[src/rtl/uart_pkg.sv]
// uart_pkg: FSM state encoding and baud divider helper shared by the UART receiver and transmitter.
package uart_pkg;

    localparam logic [2:0] ST_IDLE   = 3'd0;
    localparam logic [2:0] ST_START  = 3'd1;
    localparam logic [2:0] ST_DATA   = 3'd2;
    localparam logic [2:0] ST_STOP   = 3'd3;
    localparam logic [2:0] ST_PARITY = 3'd4;

    localparam int OVERSAMPLE_DEFAULT = 16;

    function automatic int calc_div(input int clk_freq, input int baud, input int oversample);
        int d;
        d = clk_freq / (baud * oversample);
        return (d < 1) ? 1 : d;
    endfunction

endpackage

[src/rtl/baud_tick_gen.sv]
// baud_tick_gen: free-running divider producing one tick per oversample period.
import uart_pkg::*;

module baud_tick_gen #(
    parameter int CLK_FREQ   = 50000000,
    parameter int BAUD       = 9600,
    parameter int OVERSAMPLE = OVERSAMPLE_DEFAULT
) (
    input  logic i_clock,
    input  logic i_reset,
    output logic o_tick
);

    localparam int DIV = calc_div(CLK_FREQ, BAUD, OVERSAMPLE);
    localparam int W   = (DIV > 1) ? $clog2(DIV) : 1;

    logic [W-1:0] cnt;

    assign o_tick = (cnt == W'(DIV - 1));

    always_ff @(posedge i_clock or posedge i_reset) begin
        if (i_reset)
            cnt <= '0;
        else
            cnt <= o_tick ? '0 : cnt + 1'b1;
    end

endmodule

[src/rtl/uart_rx_frontend.sv]
// uart_rx_frontend: oversampling 8N1 UART receiver with byte strobe and frame-error pulse.
// Defining UART_RX_PARITY_EN adds an even-parity bit and the o_parity_error output.
import uart_pkg::*;

module uart_rx_frontend #(
    parameter int BYTE       = 8,
    parameter int CLK_FREQ   = 50000000,
    parameter int BAUD       = 9600,
    parameter int OVERSAMPLE = OVERSAMPLE_DEFAULT
) (
    input  logic            i_clock,
    input  logic            i_reset,
    input  logic            i_rx,
    output logic [BYTE-1:0] o_data,
    output logic            o_rx_done,
    output logic            o_frame_error,
`ifdef UART_RX_PARITY_EN
    output logic            o_parity_error,
`endif
    output logic            o_busy
);

    localparam int SW = $clog2(OVERSAMPLE);
    localparam int NW = $clog2(BYTE + 1);
    localparam logic [SW-1:0] S_MID  = SW'(OVERSAMPLE / 2 - 1);
    localparam logic [SW-1:0] S_END  = SW'(OVERSAMPLE - 1);
    localparam logic [NW-1:0] N_LAST = NW'(BYTE - 1);
`ifdef UART_RX_PARITY_EN
    localparam logic [2:0] AFTER_DATA = ST_PARITY;
`else
    localparam logic [2:0] AFTER_DATA = ST_STOP;
`endif

    logic [1:0]      sync;
    logic            rx_s;
    logic            tick;
    logic            sample;
    logic            stop_sample;
    logic            parity_bad;
    logic [2:0]      state, state_n;
    logic [SW-1:0]   s_cnt, s_cnt_n;
    logic [NW-1:0]   n_cnt, n_cnt_n;
    logic [BYTE-1:0] sh, sh_n;
    logic [BYTE-1:0] data_n;
    logic            done_n, ferr_n, busy_n;
`ifdef UART_RX_PARITY_EN
    logic            par, par_n;
    logic            perr_n;
`endif

    baud_tick_gen #(
        .CLK_FREQ  (CLK_FREQ),
        .BAUD      (BAUD),
        .OVERSAMPLE(OVERSAMPLE)
    ) u_tick (
        .i_clock(i_clock),
        .i_reset(i_reset),
        .o_tick (tick)
    );

    assign rx_s        = sync[1];
    assign sample      = tick && (s_cnt == S_END);
    assign stop_sample = (state == ST_STOP) && sample;
`ifdef UART_RX_PARITY_EN
    assign parity_bad  = ^{sh, par};
`else
    assign parity_bad  = 1'b0;
`endif

    always_ff @(posedge i_clock or posedge i_reset) begin
        if (i_reset) begin
            sync          <= 2'b11;
            state         <= ST_IDLE;
            s_cnt         <= '0;
            n_cnt         <= '0;
            sh            <= '0;
            o_data        <= '0;
            o_rx_done     <= 1'b0;
            o_frame_error <= 1'b0;
            o_busy        <= 1'b0;
`ifdef UART_RX_PARITY_EN
            par            <= 1'b0;
            o_parity_error <= 1'b0;
`endif
        end else begin
            sync          <= {sync[0], i_rx};
            state         <= state_n;
            s_cnt         <= s_cnt_n;
            n_cnt         <= n_cnt_n;
            sh            <= sh_n;
            o_data        <= data_n;
            o_rx_done     <= done_n;
            o_frame_error <= ferr_n;
            o_busy        <= busy_n;
`ifdef UART_RX_PARITY_EN
            par            <= par_n;
            o_parity_error <= perr_n;
`endif
        end
    end

    // Counters move only on ticks; every other cycle holds state.
    always_comb begin
        state_n = state;
        s_cnt_n = s_cnt;
        n_cnt_n = n_cnt;
        sh_n    = sh;
`ifdef UART_RX_PARITY_EN
        par_n   = par;
`endif
        case (state)
            ST_IDLE: begin
                if (!rx_s) begin
                    state_n = ST_START;
                    s_cnt_n = '0;
                end
            end
            ST_START: begin
                n_cnt_n = '0;
                if (tick) begin
                    s_cnt_n = (s_cnt == S_MID) ? '0 : s_cnt + 1'b1;
                    if (s_cnt == S_MID)
                        state_n = rx_s ? ST_IDLE : ST_DATA;
                end
            end
            ST_DATA: begin
                if (tick) begin
                    s_cnt_n = sample ? '0 : s_cnt + 1'b1;
                    if (sample) begin
                        sh_n    = {rx_s, sh[BYTE-1:1]};
                        n_cnt_n = n_cnt + 1'b1;
                        state_n = (n_cnt == N_LAST) ? AFTER_DATA : ST_DATA;
                    end
                end
            end
`ifdef UART_RX_PARITY_EN
            ST_PARITY: begin
                if (tick) begin
                    s_cnt_n = sample ? '0 : s_cnt + 1'b1;
                    if (sample) begin
                        par_n   = rx_s;
                        state_n = ST_STOP;
                    end
                end
            end
`endif
            ST_STOP: begin
                if (tick) begin
                    s_cnt_n = sample ? '0 : s_cnt + 1'b1;
                    if (sample)
                        state_n = ST_IDLE;
                end
            end
            default: state_n = ST_IDLE;
        endcase
    end

    always_comb begin
        done_n = stop_sample && rx_s && !parity_bad;
        ferr_n = stop_sample && !rx_s;
        data_n = done_n ? sh : o_data;
        busy_n = (state_n != ST_IDLE);
`ifdef UART_RX_PARITY_EN
        perr_n = stop_sample && parity_bad;
`endif
    end

endmodule

[config.mk]
export PLATFORM = sky130hd
export DESIGN_NAME = uart_rx_frontend
export DESIGN_NICKNAME = d
export VERILOG_FILES = /design/src/rtl/uart_pkg.sv /design/src/rtl/baud_tick_gen.sv /design/src/rtl/uart_rx_frontend.sv
export SDC_FILE = /design/constraint.sdc
export NUM_CORES = 1
export LEC_CHECK = 0
export CAP_MARGIN = 20
export CELL_PAD_IN_SITES_DETAIL_PLACEMENT = 0
export CELL_PAD_IN_SITES_GLOBAL_PLACEMENT = 1
export CORE_ASPECT_RATIO = 1.5
export CORE_MARGIN = 4
export CORE_UTILIZATION = 39
export CTS_CLUSTER_SIZE = 30
export DETAILED_ROUTE_END_ITERATION = 16
export HOLD_SLACK_MARGIN = 0.08
export PLACE_DENSITY_LB_ADDON = 0.1
export SYNTH_ARGS = -nofsm -noshare
export SYNTH_HDL_FRONTEND = slang
export SYNTH_HIERARCHICAL = 1
export SYNTH_SLANG_ARGS = --single-unit
[constraint.sdc]
create_clock -name i_clock -period 2.6 [get_ports i_clock]
set_clock_uncertainty 0.1 [all_clocks]
set_input_delay 0.65 -clock i_clock [delete_from_list [all_inputs] [get_ports i_clock]]
set_output_delay 0.65 -clock i_clock [all_outputs]
set_load 0.02 [all_outputs]
==> run summary <==
Total Nets Final: 189
syn_area_per_cell: 11.45 um2
Final Cycle Share: 84.03%
Critical Path RT: 2680 ps
Clk Latency, worst-skew pair: 290 ps
top-area cell type share of the netlist area: 51.66%
WHS Path Cells: 0
top-count cell post-synth: dfrtp_1
Post-Syn Area: 1889 um2
I/O pins: 14
Initial Util: 40.92%
Seq cells post-synth: 41
Num CTS Buffers: 5
DRT Pass-1 Iters: 4
Setup Fix Bufs, Post-CTS: 0
CTS tree: built
ANT cells: 0
Post-Syn Nets: 172
Min-Delay Path Class: reg2reg
max_slew headroom: 60.91%
RR Startpoint: u_tick/cnt[0]$_DFF_PP0_
crit path DAT: 2270 ps
Crit path largest cell delay: 420 ps
grt total ovfl: 0
Setup crit end kind: flip-flop
Hold Vio Cnt, Final: 0
port buffer count: 13
CP max stage cell: dfrtp_1
Hold Path End: sync[1]$_DFF_PP1_
xor and xnor fraction of the mapped netlist area: 2.781%
Initial DRC Count: 59
peak supply drop: 0.2652 mV
maxcap violations: 0
pwr dens: 502.8 nW/um2
Final Setup Violations: 0
row count: 30
Max Clock Freq: 457.7 MHz
Final Critical Period: 2185 ps
DP Wirelength: 2.551 mm
Leak: 0.9509 nW
clock tree sinks: 41
met3 Use GR: 3.486%
adder-cell area share of the yosys netlist: 2.649%
Final Max Slew Viols: 0
cells after synthesis: 165
worst slew pin tran: 586.3 ps
HP Start: sync[0]$_DFF_PP1_
vias in the first global route: 1407
Top Usage Layer GRT: met2
worst path cell trace: inv_1, ha_1, nand4bb_1, nor2_1, nand3_4, nor4_4, buf_4, mux2_2
initial antenna violation count: 0
commonest cells in the netlist: 39 x dfrtp_1, 16 x mux2_2, 13 x nor2_1, 13 x o21ai_0, 9 x inv_1
Routed WL per cell: 14.17 um
Die Span Y: 93.25 um
share of synthesized flip-flops with an asynchronous set or reset: 100.0%
global-route wire length before repair: 6.451 mm
Cell variety after synth: 42
met2 Use GR: 24.77%
flop2flop setup slack: 420 ps
sequential area share after synthesis: 54.44%
die footprint: 6045 um2
Synth Area in Compound Gates: 8.543%
Post-synth EDFFs: 0
cell taking the most area after synthesis: dfrtp_1
clock transition at the registers of the reported paths: 80 ps
r2r endpoint: sh[2]$_DFFE_PP0P_
via count: 1270
status: completed
Synth Area in Simple Gates: 17.62%
CTS Root Cell: clkbuf_8
Setup Crit Path Kind: reg2reg
post-synthesis mux area share: 10.60%
Routed WL: 3.501 mm
die extent in x: 64.83 um
fillers: 454
post-route ant nets: 0
P&R area growth vs syn: 15.50%
largest family of logic cells by synthesized area: simple AND/OR/NAND/NOR gates
CORE AREA: 4617 um2
crit-path max FO: 6
cts hold-fix bufs: 0
R2R depth: 8
GPL Wtd Cong: 0.7365
Via density: 5.142
layout cells sized above 1: 19.67%
yosys synthesis warning count: 6
largest net degree at the start of global routing: 33
Setup TNS Final: 0 ps
GR Util met1: 15.10%
Tot GR Track Use: 13.72%
DRC viols: 0
total power: 0.001097 W
Most used DFF post-synth: dfrtp_1
CP startpoint kind: flip-flop
Synth area leaders: dfrtp_1 52%, mux2_2 9.5%, o21ai_0 3.4%
RSZ-0062 raised after global routing: false
final core utilization: 47.26%
CTS resizes: 0
CTS max path bufs: 2
H-tree depth: 2
cells in the final DEF (no fill, tap or decap), drive strengths merged, types with 5 or more instances in the layout:
cell / count
inv: 9
clkbuf: 5
o21ai: 13
mux2: 16
clkdlybuf4s50: 13
dfrtp: 39
nor2: 13
nand3: 9
nor3: 5
nand2: 8
layout make-up:
class                           instances  area [um2]  share of cell area, %
Inverter                                9       33.78                  1.548
Timing Repair Buffer                   16       152.6                  6.995
Tap cell                               64       80.08                  3.670
Multi-Input combinational cell        109       800.8                  36.70
Clock buffer                            5       68.82                  3.154
Sequential cell                        41        1028                  47.13
Clock inverter                          3       17.52                 0.8028
registers in the layout, indices dropped and copies added, names as in the netlist:
register,count
state,3
u_tick/cnt,9
o_frame_error,1
sync,2
o_rx_done,1
sh,8
o_busy,1
n_cnt,4
o_data,8
s_cnt,4
layer usage:
layer / wire [um] / part of all wire (%) / up-vias
li1: - / - / 613
met1: 1395 / 40 / 638
met2: 1950 / 56 / 13
met3: 92 / 2.6 / 6
met4: 63 / 1.8 / 0
met5: 0 / 0 / -
power breakdown:
group,leakage (nW),total (W),internal (W),switching (W)
clock,0.0439,0.000401,0.000185,0.000216
combinational,0.361,0.0000360,0.0000134,0.0000226
sequential,0.546,0.000660,0.000645,0.0000148
through the flow:
| step | area (um2) | setup slack (ps) | std cells | hold slack [ps] |
|---|---|---|---|---|
| final | 2182 | 415.1 | 247 | 259.3 |
| after global placement | 2096 | 453.9 | 239 | 245.9 |
| after floorplan | 1889 | 262.0 | 165 | 245.2 |
| after detailed placement | 2096 | 378.6 | 239 | 251.1 |
| after global routing | 2182 | 199.3 | 247 | 269.0 |
| after CTS | 2182 | 372.9 | 247 | 262.5 |
worst max-delay path, delay by kind of cell (launching register included):
| kind | cells | cell delay (ps) |
|---|---|---|
| fa+ha+maj | 1 | 140 |
| mux | 1 | 330 |
| simple gates | 4 | 800 |
| flops | 1 | 420 |
| buf+inv | 2 | 290 |
cell families (layout without fill, tap and decap cells):
kind of cell,Yosys count,count (layout)
and+or+nand+nor,54,54
DFF,41,41
AOI/OAI and AO/OA,26,26
muxes,18,18
buffers and inverters,15,33
xor gates and xnor gates,6,6
adders and majority gates,4,4
other,1,1
worst max path at each step:
stage / startpoint / endpoint / slack [ps] / cells past startpoint
after global routing: u_tick/cnt[0]$_DFF_PP0_ / s_cnt[3]$_DFFE_PP0P_ / 200 / 9
after global placement: u_tick/cnt[0]$_DFF_PP0_ / sh[4]$_DFFE_PP0P_ / 450 / 8
after CTS: u_tick/cnt[0]$_DFF_PP0_ / o_data[7]$_DFFE_PP0P_ / 370 / 8
after floorplan: u_tick/cnt[0]$_DFF_PP0_ / sh[0]$_DFFE_PP0P_ / 260 / 7
final: u_tick/cnt[0]$_DFF_PP0_ / sh[2]$_DFFE_PP0P_ / 420 / 8
after detailed placement: u_tick/cnt[0]$_DFF_PP0_ / sh[0]$_DFFE_PP0P_ / 380 / 8
No activity file was read; power rests on OpenSTA's default activity.
==> patch 1: new RTL, same flow settings <==
`BAUD` is set to 9600 in 2 places; all go to 38400.
--- a/src/rtl/baud_tick_gen.sv
+++ b/src/rtl/baud_tick_gen.sv
@@ -3,7 +3,7 @@
 
 module baud_tick_gen #(
     parameter int CLK_FREQ   = 50000000,
-    parameter int BAUD       = 9600,
+    parameter int BAUD       = 38400,
     parameter int OVERSAMPLE = OVERSAMPLE_DEFAULT
 ) (
     input  logic i_clock,
--- a/src/rtl/uart_rx_frontend.sv
+++ b/src/rtl/uart_rx_frontend.sv
@@ -5,7 +5,7 @@
 module uart_rx_frontend #(
     parameter int BYTE       = 8,
     parameter int CLK_FREQ   = 50000000,
-    parameter int BAUD       = 9600,
+    parameter int BAUD       = 38400,
     parameter int OVERSAMPLE = OVERSAMPLE_DEFAULT
 ) (
     input  logic            i_clock,
Check against the original RTL: no difference found for any inputs over 10 cycles, from zero or initial values and one cycle with i_reset high; that may be too few to reach the edited logic, so the function may still have changed.
==> patch 1 against the original RTL <==
- maximum frequency shrank 1.5%
- power shrank 2.6%
- sequential power shrank 5.0%
- non-clock buffer count is the same
- sequential cell count shrank 2
- largest cell class unchanged
- setup slack lost 0.032 ns
- count of clock-buffer cells in the layout is the same
- die area shrank 4.8%
- wire length shrank 6.8%
- final area shrank 5.8%
- area after synthesis shrank 5.4%
- sequential share of layout area grew 0.46 points
- first-iteration DRC count shrank 54%
==> patch 1: results (changes against the original RTL) <==
logic_synthesis:
  synth_compound_area_frac: 0.0868  # was 0.0854
  synthMuxAreaShare: 0.112  # was 0.106
  synth_nets: 160  # was 172
  synthXorXnorAreaFrac: 0.0245  # was 0.0278
  synth_common_cells: "dfrtp_1, mux2_2, o21ai_0, nor2_1, inv_1"  # was dfrtp_1, mux2_2, nor2_1, o21ai_0, inv_1
  synth-seq-area-share: 0.547  # was 0.544
  syn-instance-count: 153  # was 165
  synthTopCellsByArea: "dfrtp_1, mux2_2, o21ai_0"  # unchanged
  synth_fa_ha_area_frac: 0.0280  # was 0.0265
cells_and_area:
  drive_gt1_frac: 0.224  # was 0.197
  final_cells: 216  # was 247
  fin_nets: 176  # was 189
  reg_top3: "o_data x8, sh x8, u_tick/cnt x7"  # was u_tick/cnt x9, o_data x8, sh x8
  n_fill_cell: 414  # was 454
  ff_latch_area_sq_um: 978  # was 1030 sq um
clock_network:
  path_clk_slew_ns: 0.08  # about the same
power:
  switching_share: 0.237  # was 0.231
  leakage_nw: 0.899  # was 0.951 nW
  peakVddDrop_v: 0.000418  # was 0.000265 V
routing:
  drtIter0Drc: 27  # was 59
  wl_met2_mm: 1.83  # was 1.95 mm
  routed_wirelength_mm: 3.26  # was 3.50 mm
  wl_met1_mm: 1.27  # was 1.40 mm
  dr_wl_met3_microns: 90  # was 92 microns
  via_count: 1203  # was 1270
timing:
  tightest_slew_ns: 0.589  # was 0.586 ns
  maxSlewViolCount: 0  # unchanged
  fin_crit_ns: 2.22  # was 2.18 ns
  worst_hold_slack_ns: 0.258  # was 0.259 ns
placement:
  dpl.hpwl_mm: 2.41  # was 2.55 mm
  post_dp_cell_area_sq_um: 1970  # was 2100 sq um
  pre_cts_ws_ns: 0.354  # was 0.379 ns
  routabilityCongestion: 0.741  # was 0.737
worst_setup_path:
  ff2ff_path_depth: 5  # was 8
  reg2reg_to: "sh[4]"  # was sh[2]
  reg2reg_slack_ns: 0.38  # was 0.42 ns
  crit_fanout: 9  # was 6
grt:
  grt_pass1_wl_mm: 5.73  # was 6.45 mm
  track_usage: 0.127  # was 0.137
  grt_pass1_vias: 1253  # was 1407
outcome:
  status: "finished clean"  # unchanged
patch 1: power by group through the flow:
| stage | clock network, mW | logic, mW | registers, mW |
|---|---|---|---|
| after floorplan | 0 | 0.0327 | 0.631 |
| after detailed placement | 0 | 0.0400 | 0.640 |
| after global placement | 0 | 0.0394 | 0.639 |
| final | 0.402 | 0.0385 | 0.627 |
| after global routing | 0.448 | 0.0444 | 0.629 |
| after CTS | 0.419 | 0.0403 | 0.627 |
patch 1: cell type report:
class / instances / share of cell area
clock buffers: 5 / 0.0335
clock inverters: 3 / 0.00974
inverters: 9 / 0.0164
multi-input cells: 98 / 0.362
flip-flops and latches: 39 / 0.476
well taps: 46 / 0.0280
repair buffers: 16 / 0.0743
patch 1: per-layer routing:
metal  vias up  track usage
li1        574            -
met3         4       0.0299
met4         0       0.0649
met1       606        0.131
met2        19        0.233
met5         -            0
patch 1: worst max-delay path: stages (launching register included):
cell and delay, ns:
dfrtp_1 0.43, nor4b_1 0.28, and3_1 0.25, nand3_4 0.11, nor4_4 0.54, mux2_2 0.40
==> patch 2: new RTL, config.mk and constraints unchanged <==
Made on the original files. Add an input register stage for `i_rx`, without a reset; this delays it by one clock.
--- a/src/rtl/uart_rx_frontend.sv
+++ b/src/rtl/uart_rx_frontend.sv
@@ -25,6 +25,12 @@
     localparam logic [SW-1:0] S_MID  = SW'(OVERSAMPLE / 2 - 1);
     localparam logic [SW-1:0] S_END  = SW'(OVERSAMPLE - 1);
     localparam logic [NW-1:0] N_LAST = NW'(BYTE - 1);
+
+    logic i_rx_q;
+
+    always_ff @(posedge i_clock) begin
+        i_rx_q <= i_rx;
+    end
 `ifdef UART_RX_PARITY_EN
     localparam logic [2:0] AFTER_DATA = ST_PARITY;
 `else
@@ -83,7 +89,7 @@
             o_parity_error <= 1'b0;
 `endif
         end else begin
-            sync          <= {sync[0], i_rx};
+            sync          <= {sync[0], i_rx_q};
             state         <= state_n;
             s_cnt         <= s_cnt_n;
             n_cnt         <= n_cnt_n;
Function: changed (a bounded check fails within 4 cycles, from zero or initial values and one cycle with i_reset high).
==> patch 2 against the original RTL <==
- wire length fell by 0.63%
- worst hold slack worse by 0.051 ns
- final area rose by 2.3%
- highest routed layer unchanged
- power increased by 13%
- setup slack got worse by 0.12 ns
- area after synthesis rose by 1.1%
- sequential cell count increased by 1
- cell count is 0.40% higher
- count of clock-buffer cells in the layout increased by 2
==> patch 2: results (changes against the original RTL) <==
outcome:
  status: "finished clean"  # unchanged
power:
  peakVddDrop_v: 0.000321  # was 0.000265 V
  p_sw_uw: 256  # was 253 uW
  power_frac_comb: 0.029  # was 0.033
  total_power_mw: 1.24  # was 1.10 mW
  power_clock_uw: 532  # was 401 uW
  leakage_nw: 0.974  # was 0.951 nW
worst_hold_path:
  hold_path_depth: 0  # unchanged
  hold_end: "sync[0]"  # was sync[1]
  worstHoldStart: "i_rx_q"  # was sync[0]
routing:
  drtPass1Iterations: 4  # unchanged
  routed_wirelength_mm: 3.48  # was 3.50 mm
  drtIter0Drc: 39  # was 59
  via_count: 1281  # was 1270
  avgRoutedWirePerCell_microns: 14.0  # was 14.2 microns
logic_synthesis:
  avgSynthCellArea_sq_um: 11.5  # about the same
  synth-seq-area-share: 0.549  # was 0.544
  synth_nets: 173  # was 172
  synthTopCellsByArea: "dfrtp_1, mux2_2, o21ai_0"  # unchanged
  synthXorXnorAreaFrac: 0.0275  # was 0.0278
  async_flop_share: 0.976  # was 1.00
  synth.distinct_cells: 43  # was 42
  synthMuxAreaShare: 0.105  # was 0.106
  synth_compound_area_frac: 0.0845  # was 0.0854
  synth_fa_ha_area_frac: 0.0262  # was 0.0265
grt:
  track_usage: 0.133  # was 0.137
  grt_pass1_wl_mm: 6.29  # was 6.45 mm
  grtUsageMet2: 0.237  # was 0.248
  use_met1: 0.146  # was 0.151
  gr-usage-met3: 0.0347  # was 0.0349
  grt_pass1_vias: 1359  # was 1407
cells_and_area:
  drive_gt1_frac: 0.190  # was 0.197
  fin_nets: 190  # was 189
  n_antenna_cell: 0  # unchanged
placement:
  post_dp_cell_area_sq_um: 2120  # was 2100 sq um
  dpl.hpwl_mm: 2.48  # was 2.55 mm
  dp_cells: 240  # was 239
  pre_cts_ws_ns: 0.280  # was 0.379 ns
  routabilityCongestion: 0.725  # was 0.737
worst_setup_path:
  crit_start: "u_tick/cnt[0]"  # unchanged
  crit_path_max_incr_delay_ns: 0.41
  r2r-start: "u_tick/cnt[0]"  # unchanged
  cp_slowest_cell: "dfrtp_1"  # unchanged
  ff2ff_path_depth: 8  # unchanged
  arrival_ns: 2.39  # was 2.27 ns
  reg2reg_slack_ns: 0.30  # was 0.42 ns
  crit_fanout: 9  # was 6
  worstSetupEndpoint: "o_data[2]"  # was sh[2]
clock_network:
  path_clk_slew_ns: 0.08  # about the same
  cts_resized: 0  # unchanged
  clk_path_buf_depth: 2  # unchanged
  postCtsSetupBuffers: 0  # unchanged
timing:
  fin_crit_ns: 2.30  # was 2.18 ns
  slew-limit-headroom: 0.625  # was 0.609
  worst_hold_slack_ns: 0.208  # was 0.259 ns
patch 2: per-layer routing:
| layer | wire length [microns] | share of wire |
|---|---|---|
| met2 | 1890 | 0.54 |
| met3 | 86 | 0.025 |
| met4 | 79 | 0.023 |
| met5 | 0 | 0 |
| met1 | 1420 | 0.41 |
patch 2: kinds of logic (layout without fill, tap and decap cells):
| group | Yosys count | count (layout) |
|---|---|---|
| compound gates | 26 | 26 |
| xor+xnor | 6 | 6 |
| fa+ha+maj | 4 | 4 |
| buf+inv | 15 | 33 |
| flops | 42 | 42 |
| mux | 18 | 18 |
| other cells | 1 | 1 |
| simple gates | 54 | 54 |
patch 2: cell type report:
class                   count  area (sq um)
fillers                   444          2380
repair buffers             16           153
well taps                  64          80.1
clock inverters             1          30.0
inverters                   9          33.8
flip-flops and latches     42          1050
clock buffers               7          86.3
multi-input cells         109           801
